## src/rtl/sram_req_arbiter_if.sv

```systemverilog
// SRAM-like request/response port: one requester-side bundle carrying
// request fields toward the memory and addr_ok/data_ok/rdata back.
interface sram_req_arbiter_if #(
  parameter int ADDR_W = 32,
  parameter int DATA_W = 32
);
  logic                  req;
  logic                  wr;
  logic [1:0]            size;
  logic [ADDR_W-1:0]     addr;
  logic [DATA_W/8-1:0]   wstrb;
  logic [DATA_W-1:0]     wdata;
  logic                  addr_ok;
  logic                  data_ok;
  logic [DATA_W-1:0]     rdata;

  // Issues requests, receives handshakes and read data
  modport master (
    output req, wr, size, addr, wstrb, wdata,
    input  addr_ok, data_ok, rdata
  );

  // Accepts requests, returns handshakes and read data
  modport slave (
    input  req, wr, size, addr, wstrb, wdata,
    output addr_ok, data_ok, rdata
  );
endinterface

```

## src/rtl/sram_req_arbiter.sv

```systemverilog
// Shares one SRAM-like memory port between instruction fetch and the data
// requester. Data has fixed priority; a grant is held until the address
// handshake completes (or the owner withdraws its request). A small in-order
// tag FIFO remembers who issued each outstanding transaction so data_ok can be
// routed back to the right requester.
module sram_req_arbiter #(
  parameter int ADDR_W  = 32,
  parameter int DATA_W  = 32,
  parameter int MAX_OUT = 2
) (
  input  logic               clk,
  input  logic               resetn,
  sram_req_arbiter_if.slave  ibus,
  sram_req_arbiter_if.slave  dbus,
  sram_req_arbiter_if.master mbus
);

  localparam int STRB_W = DATA_W / 8;
  localparam int CNT_W  = $clog2(MAX_OUT) + 1;
  localparam int PTR_W  = (MAX_OUT > 1) ? $clog2(MAX_OUT) : 1;
  localparam logic [CNT_W-1:0] CNT_FULL = CNT_W'(MAX_OUT);
  localparam logic [PTR_W-1:0] PTR_LAST = PTR_W'(MAX_OUT - 1);

  typedef enum logic [1:0] {
    IDLE  = 2'd0,
    GNT_I = 2'd1,
    GNT_D = 2'd2
  } state_t;

  state_t             state;
  logic [CNT_W-1:0]   cnt;
  logic [PTR_W-1:0]   rd_ptr;
  logic [PTR_W-1:0]   wr_ptr;
  logic [MAX_OUT-1:0] tag_mem;   // 0 = inst, 1 = data

  logic               sel_req;
  logic               sel_wr;
  logic [1:0]         sel_size;
  logic [ADDR_W-1:0]  sel_addr;
  logic [STRB_W-1:0]  sel_wstrb;
  logic [DATA_W-1:0]  sel_wdata;

  logic               slot_free;
  logic               push;
  logic               pop;
  logic               head;

  // Pointers wrap modulo MAX_OUT, which need not fill the pointer width
  function automatic logic [PTR_W-1:0] ptr_inc(input logic [PTR_W-1:0] p);
    return (p == PTR_LAST) ? '0 : p + 1'b1;
  endfunction

  // Owner's request fields drive the shared port; nothing is driven in IDLE
  always_comb begin
    sel_req   = 1'b0;
    sel_wr    = 1'b0;
    sel_size  = 2'd0;
    sel_addr  = '0;
    sel_wstrb = '0;
    sel_wdata = '0;
    case (state)
      GNT_I: begin
        sel_req   = ibus.req;
        sel_wr    = ibus.wr;
        sel_size  = ibus.size;
        sel_addr  = ibus.addr;
        sel_wstrb = ibus.wstrb;
        sel_wdata = ibus.wdata;
      end
      GNT_D: begin
        sel_req   = dbus.req;
        sel_wr    = dbus.wr;
        sel_size  = dbus.size;
        sel_addr  = dbus.addr;
        sel_wstrb = dbus.wstrb;
        sel_wdata = dbus.wdata;
      end
      default: ;
    endcase
  end

  assign mbus.req   = sel_req;
  assign mbus.wr    = sel_wr;
  assign mbus.size  = sel_size;
  assign mbus.addr  = sel_addr;
  assign mbus.wstrb = sel_wstrb;
  assign mbus.wdata = sel_wdata;

  assign slot_free = (cnt < CNT_FULL);
  assign push      = mbus.req & mbus.addr_ok;
  assign pop       = mbus.data_ok & (cnt != '0);
  assign head      = tag_mem[rd_ptr];

  // Only the current owner sees the address handshake
  assign ibus.addr_ok = (state == GNT_I) & mbus.addr_ok;
  assign dbus.addr_ok = (state == GNT_D) & mbus.addr_ok;

  // Responses return in issue order; the FIFO head says whose response it is
  assign ibus.data_ok = pop & ~head;
  assign dbus.data_ok = pop &  head;
  assign ibus.rdata   = mbus.rdata;
  assign dbus.rdata   = mbus.rdata;

  // Grant FSM and FIFO occupancy; a grant is dropped only on handshake or withdrawal
  always_ff @(posedge clk) begin
    if (!resetn) begin
      state  <= IDLE;
      cnt    <= '0;
      rd_ptr <= '0;
      wr_ptr <= '0;
    end else begin
      case (state)
        IDLE: begin
          if (slot_free && dbus.req) begin
            state <= GNT_D;
          end else if (slot_free && ibus.req) begin
            state <= GNT_I;
          end
        end
        GNT_I: if (!ibus.req || mbus.addr_ok) state <= IDLE;
        GNT_D: if (!dbus.req || mbus.addr_ok) state <= IDLE;
        default: state <= IDLE;
      endcase

      if (push) wr_ptr <= ptr_inc(wr_ptr);
      if (pop)  rd_ptr <= ptr_inc(rd_ptr);

      case ({push, pop})
        2'b10:   cnt <= cnt + 1'b1;
        2'b01:   cnt <= cnt - 1'b1;
        default: ;
      endcase
    end
  end

  // Tag storage is plain data and needs no reset; validity comes from cnt
  always_ff @(posedge clk) begin
    if (push) tag_mem[wr_ptr] <= (state == GNT_D);
  end

  // A response with nothing outstanding is dropped; flag it in simulation
  always_ff @(posedge clk) begin
    if (resetn) begin
      assert (!(mbus.data_ok && (cnt == '0)))
      else $warning("sram_req_arbiter: m_data_ok with no outstanding transaction ignored");
    end
  end

endmodule

```

## src/flat_wrapper.sv

```systemverilog
// flat-port wrapper written by rule: the top's interface ports become plain ports
module sram_req_arbiter_flat 
#(
  parameter int ADDR_W  = 32,
  parameter int DATA_W  = 32,
  parameter int MAX_OUT = 2
)
  (clk, resetn, ibus_req, ibus_wr, ibus_size, ibus_addr, ibus_wstrb, ibus_wdata, ibus_addr_ok, ibus_data_ok, ibus_rdata, dbus_req, dbus_wr, dbus_size, dbus_addr, dbus_wstrb, dbus_wdata, dbus_addr_ok, dbus_data_ok, dbus_rdata, mbus_req, mbus_wr, mbus_size, mbus_addr, mbus_wstrb, mbus_wdata, mbus_addr_ok, mbus_data_ok, mbus_rdata);
  sram_req_arbiter_if #(.ADDR_W(ADDR_W), .DATA_W(DATA_W)) ibus_i ();
  sram_req_arbiter_if #(.ADDR_W(ADDR_W), .DATA_W(DATA_W)) dbus_i ();
  sram_req_arbiter_if #(.ADDR_W(ADDR_W), .DATA_W(DATA_W)) mbus_i ();
  input  logic clk;
  input  logic resetn;
  input wire logic [$bits(ibus_i.req)-1:0] ibus_req;
  input wire logic [$bits(ibus_i.wr)-1:0] ibus_wr;
  input wire logic [$bits(ibus_i.size)-1:0] ibus_size;
  input wire logic [$bits(ibus_i.addr)-1:0] ibus_addr;
  input wire logic [$bits(ibus_i.wstrb)-1:0] ibus_wstrb;
  input wire logic [$bits(ibus_i.wdata)-1:0] ibus_wdata;
  output wire logic [$bits(ibus_i.addr_ok)-1:0] ibus_addr_ok;
  output wire logic [$bits(ibus_i.data_ok)-1:0] ibus_data_ok;
  output wire logic [$bits(ibus_i.rdata)-1:0] ibus_rdata;
  input wire logic [$bits(dbus_i.req)-1:0] dbus_req;
  input wire logic [$bits(dbus_i.wr)-1:0] dbus_wr;
  input wire logic [$bits(dbus_i.size)-1:0] dbus_size;
  input wire logic [$bits(dbus_i.addr)-1:0] dbus_addr;
  input wire logic [$bits(dbus_i.wstrb)-1:0] dbus_wstrb;
  input wire logic [$bits(dbus_i.wdata)-1:0] dbus_wdata;
  output wire logic [$bits(dbus_i.addr_ok)-1:0] dbus_addr_ok;
  output wire logic [$bits(dbus_i.data_ok)-1:0] dbus_data_ok;
  output wire logic [$bits(dbus_i.rdata)-1:0] dbus_rdata;
  output wire logic [$bits(mbus_i.req)-1:0] mbus_req;
  output wire logic [$bits(mbus_i.wr)-1:0] mbus_wr;
  output wire logic [$bits(mbus_i.size)-1:0] mbus_size;
  output wire logic [$bits(mbus_i.addr)-1:0] mbus_addr;
  output wire logic [$bits(mbus_i.wstrb)-1:0] mbus_wstrb;
  output wire logic [$bits(mbus_i.wdata)-1:0] mbus_wdata;
  input wire logic [$bits(mbus_i.addr_ok)-1:0] mbus_addr_ok;
  input wire logic [$bits(mbus_i.data_ok)-1:0] mbus_data_ok;
  input wire logic [$bits(mbus_i.rdata)-1:0] mbus_rdata;
  assign ibus_i.req = ibus_req;
  assign ibus_i.wr = ibus_wr;
  assign ibus_i.size = ibus_size;
  assign ibus_i.addr = ibus_addr;
  assign ibus_i.wstrb = ibus_wstrb;
  assign ibus_i.wdata = ibus_wdata;
  assign ibus_addr_ok = ibus_i.addr_ok;
  assign ibus_data_ok = ibus_i.data_ok;
  assign ibus_rdata = ibus_i.rdata;
  assign dbus_i.req = dbus_req;
  assign dbus_i.wr = dbus_wr;
  assign dbus_i.size = dbus_size;
  assign dbus_i.addr = dbus_addr;
  assign dbus_i.wstrb = dbus_wstrb;
  assign dbus_i.wdata = dbus_wdata;
  assign dbus_addr_ok = dbus_i.addr_ok;
  assign dbus_data_ok = dbus_i.data_ok;
  assign dbus_rdata = dbus_i.rdata;
  assign mbus_req = mbus_i.req;
  assign mbus_wr = mbus_i.wr;
  assign mbus_size = mbus_i.size;
  assign mbus_addr = mbus_i.addr;
  assign mbus_wstrb = mbus_i.wstrb;
  assign mbus_wdata = mbus_i.wdata;
  assign mbus_i.addr_ok = mbus_addr_ok;
  assign mbus_i.data_ok = mbus_data_ok;
  assign mbus_i.rdata = mbus_rdata;
  sram_req_arbiter #(.ADDR_W(ADDR_W), .DATA_W(DATA_W), .MAX_OUT(MAX_OUT)) u_core (.clk(clk), .resetn(resetn), .ibus(ibus_i), .dbus(dbus_i), .mbus(mbus_i));
endmodule
```

## config.mk

```make
export PLATFORM = sky130hd
export DESIGN_NAME = sram_req_arbiter_flat
export DESIGN_NICKNAME = d
export VERILOG_FILES = /design/src/rtl/sram_req_arbiter_if.sv /design/src/rtl/sram_req_arbiter.sv /design/src/flat_wrapper.sv
export SDC_FILE = /design/constraint.sdc
export NUM_CORES = 1
export LEC_CHECK = 0
export ABC_AREA = 0
export BUFFER_PORTS_ARGS = -buffer_cell sky130_fd_sc_hd__buf_2
export CORE_AREA = 2 2 124 126
export CTS_CLUSTER_DIAMETER = 100
export CTS_CLUSTER_SIZE = 30
export DETAILED_ROUTE_END_ITERATION = 6
export DIE_AREA = 0 0 126 128
export SLEW_MARGIN = 10
export SYNTH_ARGS = -nofsm -noshare
export SYNTH_HDL_FRONTEND = slang
export SYNTH_SLANG_ARGS = --single-unit
```

## constraint.sdc

```tcl
create_clock -name clk -period 2.3 [get_ports clk]
set_clock_uncertainty 0.2 [all_clocks]
set_input_delay 0.46 -clock clk [delete_from_list [all_inputs] [get_ports clk]]
set_output_delay 0.46 -clock clk [all_outputs]
set_load 0.05 [all_outputs]
```

# Word-level counts from Yosys, hierarchy flattened
# Index checks and enable logic that the tools add are counted.
# classes
n_eq_ne,7
add_sub_neg,4
bitwise_logic,7
n_mux,19
n_reduce_logical,11
order_cmp,4
# op_table
operator,n
$pmux 32 s2,2
$mux 2,4
$pmux 2 s2,2
$pmux 4 s2,1
$and 1x1->1,6
$pmux 2 s3,1
$mux 1,5
$eq 2x1->1 const B,2
$eq 2x2->1 const B,2
$lt 1x2->1 const B,2
$ne 2x2->1 const B,2
$pmux 1 s2,2
$reduce_bool 2->1,2
$logic_and 1x1->1,3
$ne 3x1->1 const B,1
$reduce_and 3->1,1
$add 1x1->1 const B,2
$add 2x1->2 const B,1
$bwmux 2,1
$logic_not 1->1,2
$logic_not 2->1,1
$logic_or 1x1->1,2
$lt 2x2->1 const B,1
$sub 2x1->2 const B,1
other kinds (3),3
# word_totals
output_inout_bits,140
inputBits,180
wordCells,57
register_bits,8

# Logic depth before layout (Yosys ltp)
# Gate-level depths: netlist (run 1).
# depth
ltp_word,5
ltp_mapped,9
ltp_nobuf,8

# Worst setup path before layout (run 1)
# No wires, ideal clock.
# synth_timing
path_type,reg2out
startpoint,register u_core.state[1]
endpoint,output port mbus_addr[0]
t_arrival_ps,1767
n_path_buf,2
required_ps,1640
path_slack_ps,-127
path_stages_with_launch,6
cell_sequence,dfxtp_1 -> inv_1 -> ha_1 -> buf_2 -> clkbuf_1 -> nor2b_1
# synth_between
elab_chain_cells,2
word_cells_on_any_way,3
cone_classes,eq/ne (2); mux (1)
# synth_rtl
item,line_no,rtl
start: declaration,sram_req_arbiter.sv:30,state_t state;
start signal: assignment,sram_req_arbiter.sv:107,state <= IDLE;
start signal: assignment,sram_req_arbiter.sv:115,state <= GNT_D;
start signal: assignment,sram_req_arbiter.sv:117,state <= GNT_I;
$eq 2x2->1 or $eq 2x1->1 (tied branches),sram_req_arbiter.sv:61,case (state)
$pmux 32 s2 (*),sram_req_arbiter.sv:61,
end: declaration,flat_wrapper.sv:35,output wire logic [$bits(mbus_i.addr)-1:0] mbus_addr;
# Every way passes the cells marked *; elsewhere a longest branch is shown, timed or not.

# Worst setup path in the final report (run 1)
# layout_timing
startpoint,register u_core.state[1]
endpoint,output port mbus_addr[24]
# The elaborated chain is that of the path after synthesis.

==> impl_metrics.env, run 1 <==
export IMPL_synth_edf_count=2
export IMPL_maxCapViolations=0
export IMPL_worstPathArrival_ns=1.57
export IMPL_synth_area_top_cells="a22oi_1, buf_4, nor2b_1"
export IMPL_rr_worst_depth=8
export IMPL_grt_max_degree=33
export IMPL_rows=45
export IMPL_antenna_found_initial=0
export IMPL_drt_wl_total_um=8044
export IMPL_holdPathEnd="u_core.wr_ptr"
export IMPL_crit_fanout=13
export IMPL_synthMuxAreaShare_pct=0.9726
export IMPL_yosysMostFrequentCell="nor2b_1"
export IMPL_die_x_um=126
export IMPL_cts_tree="built"
export IMPL_fillCellCount=1633
export IMPL_dpl_cell_count=613
export IMPL_rsz0062_at_grt="false"
export IMPL_grt_use_met1_pct=10.31
export IMPL_finalSetupViolations=0
export IMPL_drtIter0Drc=76
export IMPL_hold_viol=0
export IMPL_ys_flop_type="dfxtp_1"
export IMPL_synth_area_per_cell_um2=7.377
export IMPL_synth_fa_ha_area_share_pct=2.432
export IMPL_synth_cell_area_mm2=0.002058
export IMPL_cts_max_level=1
export IMPL_num_io_pins=320
export IMPL_critPathSlowestCell="dfxtp_4"
export IMPL_final_instance_count_excl_fill=616
export IMPL_min_from="u_core.wr_ptr"
export IMPL_fin_nets=614
export IMPL_syn_num_nets=463
export IMPL_reg2reg_setup_slack_ns=0.19
export IMPL_cts_inserted_buffers=3
export IMPL_synth_top_cell_area_share_pct=25.90
export IMPL_synthArstFlopShare_pct=0
export IMPL_max_freq_mhz=449.0
export IMPL_outcome="completed"
export IMPL_ys_seq_area_share_pct=8.754
export IMPL_top_usage_layer="met2"
export IMPL_yosysTopAreaCell="a22oi_1"
export IMPL_p_per_area_mw_per_mm2=414.7
export IMPL_grt_usage_pct=8.881
export IMPL_drc=0
export IMPL_met3_usage_pct=2.003
export IMPL_slowest_delay_ns=0.36
export IMPL_start_util_pct=13.85
export IMPL_drive_gt1_share_pct=76.40
export IMPL_path_cells="inv_2 > ha_4 > buf_6 > buf_12 > a22oi_1 > nor2b_2 > buf_4"
export IMPL_min_path_cells=2
export IMPL_cp_startpoint="u_core.state[1]"
export IMPL_hold_class="flop to flop"
export IMPL_critPathCaptureType="output pin"
export IMPL_yosys_area_share_simple_pct=26.20
export IMPL_grt_first_pass_wirelength_um=11680
export IMPL_worstSetupStartpointType="flop"
export IMPL_syn2layout_area_growth_pct=77.51
export IMPL_dp_hpwl_um=6514
export IMPL_yosys_warnings=0
export IMPL_wl_per_cell_um=13.06
export IMPL_io_buffers=223
export IMPL_cts_path_max_buffers=2
export IMPL_synth_commonest_cells="nor2b_1, a22oi_1, buf_4, buf_2, clkbuf_1"
export IMPL_fp_dieH_um=128
export IMPL_ys_types=26
export IMPL_via_count=2489
export IMPL_tightest_slew_ns=0.4793
export IMPL_r2r_end="u_core.cnt[1]"
export IMPL_required_ns=1.64
export IMPL_worst_ir_drop_vdd_mv=0.1855
export IMPL_grt_pass1_vias=2333
export IMPL_die_area_mm2=0.01613
export IMPL_grt_met2_usage_pct=15.56
export IMPL_ctsRootBufferMaster="clkbuf_16"
export IMPL_clk_latency_ns=0.24
export IMPL_r2r_start="u_core.state[1]"
export IMPL_synthXorXnorAreaFrac_pct=1.277
export IMPL_clock_sinks=8
export IMPL_worstSetupPathType="flop to output pin"
export IMPL_synth_seq_cells=8
export IMPL_path_clk_slew_ns=0.04
export IMPL_synth_top_family_by_area="compound AO/OA/AOI/OAI gates"
export IMPL_antenna_cells=0
export IMPL_dr_pass1_iters=4
export IMPL_core_area_mm2=0.01486
export IMPL_leakagePower_nw=1.581
export IMPL_fin_setup_tns_ns=0
export IMPL_ant_nets=0
export IMPL_post_cts_setup_buffers=0
export IMPL_drv_slew=0
export IMPL_synth_compound_area_share_pct=30.40
export IMPL_syn_inst=279
export IMPL_routed_via_density=4.041
export IMPL_gp_congestion=0.7396
export IMPL_hold_buffers=0
export IMPL_final_util_pct=24.58
export IMPL_fin_crit_ns=2.227
export IMPL_overflow=0
export IMPL_max_slew_margin_pct=67.71
export IMPL_post_route_period_util_pct=96.84
-- report_power, final --
| part | leakage (nW) | switching (W) | internal, W |
|---|---|---|---|
| clock | 0.0370 | 0.0000785 | 0.000225 |
| combinational | 1.48 | 0.000578 | 0.000473 |
| sequential | 0.0682 | 0.00000705 | 0.000153 |
-- registers in the layout (all words and copies together) (netlist names) --
signal,count
u_core.tag_mem,2
u_core.cnt,2
u_core.state,2
u_core.wr_ptr,1
u_core.rd_ptr,1
-- worst max-delay path, delay by kind of cell, from the launching register on --
family,cells,cell delay [ns]
adders and majority gates,1,0.17
and+or+nand+nor,1,0.06
DFF,1,0.36
buffers and inverters,4,0.53
AOI/OAI and AO/OA,1,0.19
-- worst max path at each step --
stage          slack (ns)              to  depth (start not counted)
4_1_cts            0.0002  mbus_wdata[28]                          5
6_report             0.07   mbus_addr[24]                          7
2_1_floorplan        0.05  mbus_wdata[15]                          6
3_3_place_gp         0.05  mbus_wdata[20]                          5
5_1_grt             0.003   mbus_addr[23]                          6
3_5_place_dp         0.07  mbus_wdata[20]                          5
-- kinds of logic after synthesis --
group / Yosys count
mux: 2
flops: 8
simple gates: 88
xor+xnor: 3
buf+inv: 93
compound gates: 81
fa+ha+maj: 4
-- layer usage --
layer / vias to the layer above / routed length [um]
met3: 25 / 752
met5: - / 0
met2: 146 / 4089
li1: 1211 / -
met1: 1107 / 2970
met4: 0 / 231
-- cell usage in the layout, fill, tap and decap left out, types with 3 or more instances in the layout --
master / synthesis / routed
a22oi_2: 0 / 10
buf_6: 1 / 19
dfxtp_1: 6 / 4
nor2b_4: 0 / 4
buf_2: 16 / 151
buf_12: 0 / 11
ha_4: 0 / 3
clkbuf_16: 0 / 3
nand2_1: 4 / 4
nor2_1: 6 / 6
inv_1: 5 / 3
nor2b_1: 73 / 3
buf_4: 64 / 51
a22oi_1: 71 / 61
nor2b_2: 0 / 66
-- per-stage QoR --
step                      area (um^2)  hold slack [ns]  worst slack, ns  power [W]
after detailed placement         3202           0.2754          0.06932   0.001111
after CTS                        3502           0.2815        0.0001706   0.001488
after global routing             3654           0.3295         0.003057   0.001588
final                            3654           0.2804          0.07267   0.001515
after floorplan                  2233           0.2514          0.04678   0.001091
after global placement           3202           0.2654          0.05044   0.001109
-- repair_timing --
item | in CTS | in global routing
gates resized for setup | 74 | 53
endpoints found under the setup margin | 73 | 55
pin swaps | 0 | 0
-- cell type report --
cell class / count / area [um^2] / area share, %
inverter: 5 / 18.77 / 0.5137
timing repair buffer: 234 / 1595 / 43.66
tap: 188 / 235.2 / 6.438
multi-input combinational: 178 / 1544 / 42.26
clock buffer: 3 / 75.07 / 2.055
sequential: 8 / 185.2 / 5.069
No activity file was read; power rests on OpenSTA's default activity.
==> inputs of run 2 (changes only) <==
--- a/config.mk
+++ b/config.mk
@@ -10,2 +10,3 @@
 export CORE_AREA = 2 2 124 126
+export CTS_BUF_LIST = sky130_fd_sc_hd__clkbuf_4
 export CTS_CLUSTER_DIAMETER = 100
@@ -14,2 +15,3 @@
 export DIE_AREA = 0 0 126 128
+export SETUP_SLACK_MARGIN = 0.4
 export SLEW_MARGIN = 10
==> constraint.sdc (replaced) <==
create_clock -name clk -period 2.3 [get_ports clk]
set_clock_uncertainty 0.2 [all_clocks]
set_input_delay 0.23 -clock clk [delete_from_list [all_inputs] [get_ports clk]]
set_output_delay 0.23 -clock clk [all_outputs]
set_load 0.05 [all_outputs]
==> impl_metrics.env, run 2 (same netlist as run 1, synthesis figures left out) <==
export IMPL_hold_slack_ns=0.07091
export IMPL_clk_latency_ns=0.25
export IMPL_die_x_um=126
export IMPL_worst_path_most_repeated_cell="buf_6"
export IMPL_cts_path_max_buffers=2
export IMPL_tightest_slew_ns=0.2936
export IMPL_post_dp_cell_area_mm2=0.003390
export IMPL_path_cells="inv_4 > ha_4 > buf_6 > clkbuf_16 > nor2b_4 > buf_6"
export IMPL_rows=45
export IMPL_drive_gt1_share_pct=84.38
export IMPL_critPathCaptureType="output pin"
export IMPL_worstSetupStartpointType="flop"
export IMPL_wirelength_met1_um=4240
export IMPL_hold_viol=0
export IMPL_layout_common_cells="buf_2, nor2b_4, buf_6"
export IMPL_cts_max_level=1
export IMPL_reg2reg_setup_slack_ns=0.27
export IMPL_hold_buffers=0
export IMPL_holdPathEnd="u_core.wr_ptr"
export IMPL_grt_max_degree=38
export IMPL_die_area_mm2=0.01613
export IMPL_hold_class="input port to flop"
export IMPL_layout_commonest_cell="buf_2"
export IMPL_via_count=2679
export IMPL_highest_layer="met4"
export IMPL_fillCellCount=1554
export IMPL_cts_inserted_buffers=3
export IMPL_dr_pass1_iters=4
export IMPL_grt_usage_pct=10.49
export IMPL_finalSetupViolations=0
export IMPL_leakagePower_nw=1.892
export IMPL_slowest_delay_ns=0.37
export IMPL_dp_hpwl_um=6885
export IMPL_fp_dieH_um=128
export IMPL_antenna_cells=0
export IMPL_met2WireLength_um=6155
export IMPL_ant_nets=0
export IMPL_path_clk_slew_ns=0.06
export IMPL_ctsRootBufferMaster="clkbuf_4"
export IMPL_grt_pass1_vias=2535
export IMPL_drc=0
export IMPL_io_buffers=223
export IMPL_rr_worst_depth=7
export IMPL_overflow=0
export IMPL_gp_congestion=0.7001
export IMPL_start_util_pct=13.85
export IMPL_fin_setup_tns_ns=0
export IMPL_drt_wl_total_um=11130
export IMPL_worstSetupPathType="flop to output pin"
export IMPL_maxCapViolations=0
export IMPL_fin_ws_ns=0.2450
export IMPL_drtIter0Drc=45
export IMPL_cts_tree="built"
export IMPL_wl_per_cell_um=17.50
export IMPL_worst_ir_drop_vdd_mv=0.1471
export IMPL_critPathSlowestCell="dfxtp_4"
export IMPL_required_ns=1.87
export IMPL_drv_slew=0
export IMPL_r2r_start="u_core.state[1]"
export IMPL_total_power_w=0.001815
export IMPL_fin_crit_ns=2.055
export IMPL_grt_first_pass_wirelength_um=13510
export IMPL_place_ws_ns=0.2633
export IMPL_fin_area_mm2=0.004553
export IMPL_max_freq_mhz=486.6
export IMPL_r2r_end="u_core.cnt[1]"
export IMPL_outcome="completed"
export IMPL_rsz0062_at_grt="true"
export IMPL_min_path_cells=3
export IMPL_worstPathArrival_ns=1.63
export IMPL_max_slew_margin_pct=80.43
export IMPL_largestRegisters="u_core.cnt: 2 flops, u_core.state: 2 flops, u_core.tag_mem: 2 flops"
export IMPL_num_io_pins=320
export IMPL_core_area_mm2=0.01486
export IMPL_clock_sinks=8
export IMPL_routed_via_density=4.212
export IMPL_min_from="resetn"
export IMPL_antenna_found_initial=0
export IMPL_p_per_area_mw_per_mm2=398.5
export IMPL_post_route_period_util_pct=89.35
export IMPL_crit_fanout=8
export IMPL_wl_met3_um=587
export IMPL_fin_nets=634
export IMPL_syn2layout_area_growth_pct=121.2
-- run 2: changes by cell type in the layout (fill, tap and decap cells not counted), moves of 3 or more --
cell | before | now
buf_4 | 51 | 29
a22oi_1 | 61 | 33
clkbuf_16 | 3 | 8
nor2b_2 | 66 | 13
a22oi_2 | 10 | 38
buf_6 | 19 | 44
clkbuf_4 | 1 | 5
nor2b_4 | 4 | 59
buf_8 | 1 | 6
buf_16 | 0 | 3
-- run 2: how the worst max path moves through the flow --
stage | endpoint | slack (ns) | depth (start not counted) | startpoint
CTS | mbus_addr[21] | 0.22 | 6 | u_core.state[1]
floorplan | mbus_addr[0] | 0.31 | 5 | u_core.state[1]
global route | mbus_addr[31] | 0.15 | 6 | u_core.state[1]
finish | mbus_addr[20] | 0.24 | 6 | u_core.state[1]
global placement | mbus_wdata[18] | 0.25 | 6 | u_core.state[0]
detailed placement | mbus_wdata[16] | 0.26 | 6 | u_core.state[1]
-- run 2: area by class of cell --
class | count | area (um^2) | share of cell area (%)
repair buffers | 254 | 2107 | 46.28
multi-input cells | 178 | 1977 | 43.42
clock buffers | 3 | 22.52 | 0.4946
flip-flops and latches | 8 | 187.7 | 4.122
well taps | 188 | 235.2 | 5.166
inverters | 5 | 23.77 | 0.5221
-- run 2: routing by layer --
metal  global-route usage, %  vias to the layer above
met5                       0                        -
met3                   1.586                       21
met4                   2.650                        0
met1                   11.36                     1275
li1                        -                     1260
met2                   21.06                      123
-- run 2: repair_timing --
action,in CTS,in global routing
cloned,3,12
gates resized for setup,119,79
pin swaps,1,5
hold endpoints to repair,0,0
setup buffers,1,8
setup endpoints to repair,75,76
-- run 2: power by group --
group	internal, W	switching (W)	total, W
Sequential	0.000152	0.00000815	0.000160
Clock	0.0000599	0.0000500	0.000110
Combinational	0.000786	0.000759	0.00154
-- run 2: worst max-delay path: cells and delay by family, from the launching register on --
| kind | cells | cell delay, ns |
|---|---|---|
| adders and majority gates | 1 | 0.33 |
| buffers and inverters | 4 | 0.53 |
| DFF | 1 | 0.37 |
| and+or+nand+nor | 1 | 0.14 |
-- run 2: stage by stage --
step | instances | utilization [%]
floorplan | 279 | -
global route | 636 | 30.63
finish | 636 | 30.63
CTS | 616 | 26.25
detailed placement | 609 | 22.80
global placement | 609 | 22.80
